File: config.mk
export PLATFORM = sky130hd
export DESIGN_NAME = conv_host_8_4
export DESIGN_NICKNAME = d
export VERILOG_FILES = /design/src/rtl/conv_host_8_4.sv
export SDC_FILE = /design/constraint.sdc
export NUM_CORES = 1
export LEC_CHECK = 0
export BUFFER_PORTS_ARGS = -buffer_cell sky130_fd_sc_hd__buf_2
export CAP_MARGIN = 30
export CELL_PAD_IN_SITES_DETAIL_PLACEMENT = 0
export CELL_PAD_IN_SITES_GLOBAL_PLACEMENT = 1
export CORE_MARGIN = 10
export CORE_UTILIZATION = 50
export DETAILED_ROUTE_END_ITERATION = 10
export PLACE_DENSITY_LB_ADDON = 0.1
export SLEW_MARGIN = 10
export SYNTH_ARGS = -nofsm -noshare
export SYNTH_HDL_FRONTEND = slang
export SYNTH_SLANG_ARGS = --single-unit
File: constraint.sdc
create_clock -name clk -period 3.12 [get_ports clk]
set_input_delay 0 -clock clk [delete_from_list [all_inputs] [get_ports clk]]
set_output_delay 0 -clock clk [all_outputs]
set_load 0.01 [all_outputs]
File: src/rtl/conv_host_8_4.sv
// Host side of the 8x4 convolver: loads x/f vectors, streams them out, and collects y results.
// Optional macro CONV_HOST_THROTTLE_EN adds LFSR-driven pacing of the valid/ready streams.
module conv_host_8_4 #(
    parameter int XLEN = 8,
    parameter int FLEN = 4,
    parameter int DW   = 8,
    parameter int YW   = 18,
    parameter int LOGX = 3,
    parameter int LOGF = 2,
    parameter int LOGY = 3
) (
    input  logic            clk,
    input  logic            reset,
    input  logic            ld_en,
    input  logic            ld_sel,
    input  logic [LOGX-1:0] ld_addr,
    input  logic [DW-1:0]   ld_data,
    input  logic            start,
    output logic [DW-1:0]   m_data_out_x,
    output logic            m_valid_x,
    input  logic            m_ready_x,
    output logic [DW-1:0]   m_data_out_f,
    output logic            m_valid_f,
    input  logic            m_ready_f,
    input  logic [YW-1:0]   s_data_in_y,
    input  logic            s_valid_y,
    output logic            s_ready_y,
    input  logic [LOGY-1:0] rd_addr,
    output logic [YW-1:0]   rd_data,
    output logic            busy,
    output logic            done
);

    localparam int YLEN = XLEN - FLEN + 1;

    // Counters carry one extra bit so they can hold their terminal value.
    localparam logic [LOGX:0] X_END  = (LOGX+1)'(XLEN);
    localparam logic [LOGX:0] XF_END = (LOGX+1)'(FLEN);
    localparam logic [LOGF:0] F_END  = (LOGF+1)'(FLEN);
    localparam logic [LOGY:0] Y_END  = (LOGY+1)'(YLEN);
    localparam logic [LOGX:0] X_ONE  = (LOGX+1)'(1);
    localparam logic [LOGF:0] F_ONE  = (LOGF+1)'(1);
    localparam logic [LOGY:0] Y_ONE  = (LOGY+1)'(1);

    typedef enum logic [1:0] {ST_IDLE, ST_RUN, ST_FIN} state_t;

    state_t        state_reg;
    logic [LOGX:0] x_cnt_reg;
    logic [LOGF:0] f_cnt_reg;
    logic [LOGY:0] y_cnt_reg;

    logic [DW-1:0] xbuf [0:(1<<LOGX)-1];
    logic [DW-1:0] fbuf [0:(1<<LOGF)-1];
    logic [YW-1:0] ybuf [0:(1<<LOGY)-1];

    logic run;
    logic x_more;
    logic f_more;
    logic y_room;
    logic x_fire;
    logic f_fire;
    logic y_fire;

    assign run    = (state_reg == ST_RUN);
    assign x_more = (x_cnt_reg < X_END);
    assign f_more = (f_cnt_reg < F_END);
    assign y_room = (y_cnt_reg < Y_END);

    assign busy = run;
    assign done = (state_reg == ST_FIN);

    assign m_data_out_x = xbuf[x_cnt_reg[LOGX-1:0]];
    assign m_data_out_f = fbuf[f_cnt_reg[LOGF-1:0]];

`ifdef CONV_HOST_THROTTLE_EN
    logic [15:0] lfsr_reg;
    logic        vx_reg;
    logic        vf_reg;

    // Fibonacci LFSR for x^16+x^14+x^13+x^11+1.
    always_ff @(posedge clk) begin
        if (reset)
            lfsr_reg <= 16'hACE1;
        else
            lfsr_reg <= {lfsr_reg[14:0], lfsr_reg[15] ^ lfsr_reg[13] ^ lfsr_reg[12] ^ lfsr_reg[10]};
    end

    // Valid may only rise on a permitting LFSR bit, but never falls before its handshake.
    always_ff @(posedge clk) begin
        if (reset || !run) begin
            vx_reg <= 1'b0;
            vf_reg <= 1'b0;
        end else begin
            if (vx_reg) begin
                if (m_ready_x)
                    vx_reg <= 1'b0;
            end else if (x_more && lfsr_reg[0]) begin
                vx_reg <= 1'b1;
            end
            if (vf_reg) begin
                if (m_ready_f)
                    vf_reg <= 1'b0;
            end else if (f_more && lfsr_reg[1]) begin
                vf_reg <= 1'b1;
            end
        end
    end

    assign m_valid_x = vx_reg;
    assign m_valid_f = vf_reg;
    assign s_ready_y = run && y_room && lfsr_reg[2];
`else
    assign m_valid_x = run && x_more;
    assign m_valid_f = run && f_more;
    assign s_ready_y = run && y_room;
`endif

    assign x_fire = m_valid_x && m_ready_x;
    assign f_fire = m_valid_f && m_ready_f;
    assign y_fire = s_valid_y && s_ready_y;

    always_ff @(posedge clk) begin
        if (reset) begin
            state_reg <= ST_IDLE;
            x_cnt_reg <= '0;
            f_cnt_reg <= '0;
            y_cnt_reg <= '0;
        end else begin
            case (state_reg)
                ST_IDLE: begin
                    if (start) begin
                        state_reg <= ST_RUN;
                        x_cnt_reg <= '0;
                        f_cnt_reg <= '0;
                        y_cnt_reg <= '0;
                    end
                end
                ST_RUN: begin
                    if (x_fire)
                        x_cnt_reg <= x_cnt_reg + X_ONE;
                    if (f_fire)
                        f_cnt_reg <= f_cnt_reg + F_ONE;
                    if (y_fire)
                        y_cnt_reg <= y_cnt_reg + Y_ONE;
                    // Completion looks at the registered counts, so it lands one cycle after the last beat.
                    if (x_cnt_reg == X_END && f_cnt_reg == F_END && y_cnt_reg == Y_END)
                        state_reg <= ST_FIN;
                end
                ST_FIN: begin
                    state_reg <= ST_IDLE;
                end
                default: begin
                    state_reg <= ST_IDLE;
                end
            endcase
        end
    end

    // Vector loads are only honoured while idle; out-of-range addresses are dropped.
    always_ff @(posedge clk) begin
        if (state_reg == ST_IDLE && ld_en) begin
            if (!ld_sel && ({1'b0, ld_addr} < X_END))
                xbuf[ld_addr] <= ld_data;
            if (ld_sel && ({1'b0, ld_addr} < XF_END))
                fbuf[ld_addr[LOGF-1:0]] <= ld_data;
        end
    end

    always_ff @(posedge clk) begin
        if (y_fire)
            ybuf[y_cnt_reg[LOGY-1:0]] <= s_data_in_y;
    end

    always_ff @(posedge clk) begin
        if (reset)
            rd_data <= '0;
        else if ({1'b0, rd_addr} < Y_END)
            rd_data <= ybuf[rd_addr];
        else
            rd_data <= '0;
    end

endmodule

==> reports/qor.txt <==
count of input and output buffers: 78
Worst Path Arrival: 2.46 ns
Yosys warnings: 0
Post-synth EDFFs: 186
via count: 4182
slowest CP cell: dfxtp_1
initial core utilization: 50.6%
Synthesized Nets: 459
Async SR Flop Fraction: 0%
Max-Cap Viols: 0
Synth Flop Type: edfxtp_1
Netlist cell types: 43
Tot Pwr: 6.10 mW
Tightest Hold Check Type: in -> reg
Iter 0 DRT Violations: 179
WS Path Type: reg -> out
crit path max fanout: 16
endpoints failing setup: 0
Pleak: 3.44 nW
initial antenna violation count: 0
Synth top cells by count: edfxtp_1, dfxtp_1, mux4_2, a22o_1, nor2_1
Core Util, Final: 60.8%
unrepaired setup endpoints after global routing: no
core box area: 16500 um2
worst path buffer plus inverter count: 1
slowest stage delay, CP: 0.88 ns
fraction of layout cells with a size suffix above 1: 28.6%
GPL Wtd Cong: 0.768
Sink Count: 222
max reg flops: 90
Final min period: 2.46 ns
I/O pin cnt: 79
Peak VDD IR: 0.434 mV
Wirelength per Cell: 21.1 um
clock latency on the worst-skew pair: 0.49 ns
status: finished clean
Overall Global Routing Usage: 14.8%
number of global-route vias before repair: 4491
crit path cell chain: mux4_1, mux2_2, buf_2
Num CTS Buffers: 22
Clock Root Buffer: clkbuf_16
most frequent cell after synthesis: edfxtp_1
min-delay src: ld_addr[2]
GRT Residual Overflow: 0
Hold Vio Cnt, Final: 0
Die H: 149 um
Post-Syn Instances: 412
Die W: 149 um
post-CTS setup buffers: 0
Cell Rows: 47
clk_skew: 0.00682 ns
setup TNS: 0 ns
WP data required: 3.12 ns
CP Launch Type: register
register area share after synthesis: 75.6%
antenna-violating nets left: 0
Mapped Area: 8340 um2
#FFs+latches synth: 222
dpl hpwl: 10600 um
largest net degree at the start of global routing: 20
Initial DRT Pass Iterations: 4
CTS tree: built
period utilization: 79.0%
CTS Buffer Depth: 3
FF-to-FF Start: state_reg[0]
nets@finish: 587
Worst-Margin Slew: 0.859 ns
Max Slew Vio Count: 0
synth top area cells: edfxtp_1, dfxtp_1, mux4_2
P per Cell Area: 609 nW/um2
Vias/cell: 5.39
Die ar.: 22200 um2
first-pass GRT wire length: 25500 um
Synth Area per Inst: 20.2 um2
CP Capture Type: output port
# diodes: 0
Worst slew margin: 42.5%
FMAX: 406 MHz
cell family with most CP delay: multiplexers
wirelength, routed: 16400 um
Clock transition at path regs: 0.06 ns
Synth-to-Final Area Change: 20.1%
share of the synthesized area in the top cell type: 67.0%
area leader, netlist: edfxtp_1
drc violations: 0
H-tree levels: 1
==> placed cells by master, fill, tap and decap left out, types with 3 or more instances in the layout <==
cell / instances
nand3_1: 4
nor2b_1: 3
mux4_2: 27
clkinv_1: 3
inv_1: 9
nor2_1: 16
buf_4: 10
o21a_1: 3
nand2_1: 10
nand4b_1: 4
a21oi_1: 6
ha_1: 7
nor3_1: 5
clkbuf_16: 23
dfxtp_1: 36
a22o_1: 18
mux2_2: 8
mux4_1: 15
nor4_1: 3
dlygate4sd3_1: 33
edfxtp_1: 186
clkinv_2: 3
buf_2: 78
clkbuf_1: 8
nand2b_1: 6
==> per-stage QoR <==
step	area, um2	setup slack (ns)	std cells	hold WS (ns)
after floorplan	8340	0.304	412	0.0989
after global placement	8970	1.06	702	0.223
after detailed placement	8970	1.00	702	0.233
after CTS	9990	0.609	774	0.0754
after global routing	10000	0.548	776	0.105
final	10000	0.656	776	0.0923
==> worst min-delay path: stages <==
cell and delay [ns]:
buf_2 0.15, nor3_1 0.07, buf_4 0.18
==> report_power, final <==
part | internal [mW] | total (mW) | switching (mW)
logic | 0.134 | 0.281 | 0.147
registers | 3.25 | 3.28 | 0.0247
clock network | 1.52 | 2.54 | 1.02
total | 4.91 | 6.10 | 1.19
==> cell families after synthesis <==
group | share of synthesized area, %
muxes | 13.2
and+or+nand+nor | 4.83
xor gates and xnor gates | 0.105
AOI/OAI and AO/OA | 3.32
buffers and inverters | 1.85
adders and majority gates | 1.05
DFF | 75.6
==> final cells by class <==
class / instances / area [um2]
multi-input cells: 163 / 1890
clock inverters: 9 / 93.8
fillers: 1221 / 6450
well taps: 220 / 275
inverters: 9 / 33.8
repair buffers: 122 / 811
clock buffers: 31 / 606
flip-flops and latches: 222 / 6310
==> repair_timing <==
item | in CTS | in global routing
gates resized for setup | 0 | 0
hold buffers | 32 | 1
hold endpoints to repair | 199 | 6
endpoints found under the setup margin | 0 | 0
==> final timing paths <==
kind,end,slack (ns),depth (start not counted)
worst max-delay path,m_data_out_x[7],0.66,3
worst min-delay path,fbuf[1][3],0.09,3
worst max register to register,xbuf[7][0],1.03,3
worst min register to register,rd_data[8],0.47,1
==> metal layers <==
| metal | GRT usage (%) | wire length (um) | share of wire (%) | up-vias |
|---|---|---|---|---|
| met4 | 3.88 | 375 | 2.3 | 0 |
| met3 | 3.13 | 741 | 4.5 | 30 |
| met1 | 18.0 | 6630 | 40 | 2121 |
| met5 | 0 | 0 | 0 | - |
| li1 | - | - | - | 1943 |
| met2 | 26.2 | 8650 | 53 | 88 |
(Power assumes the default switching activity.)
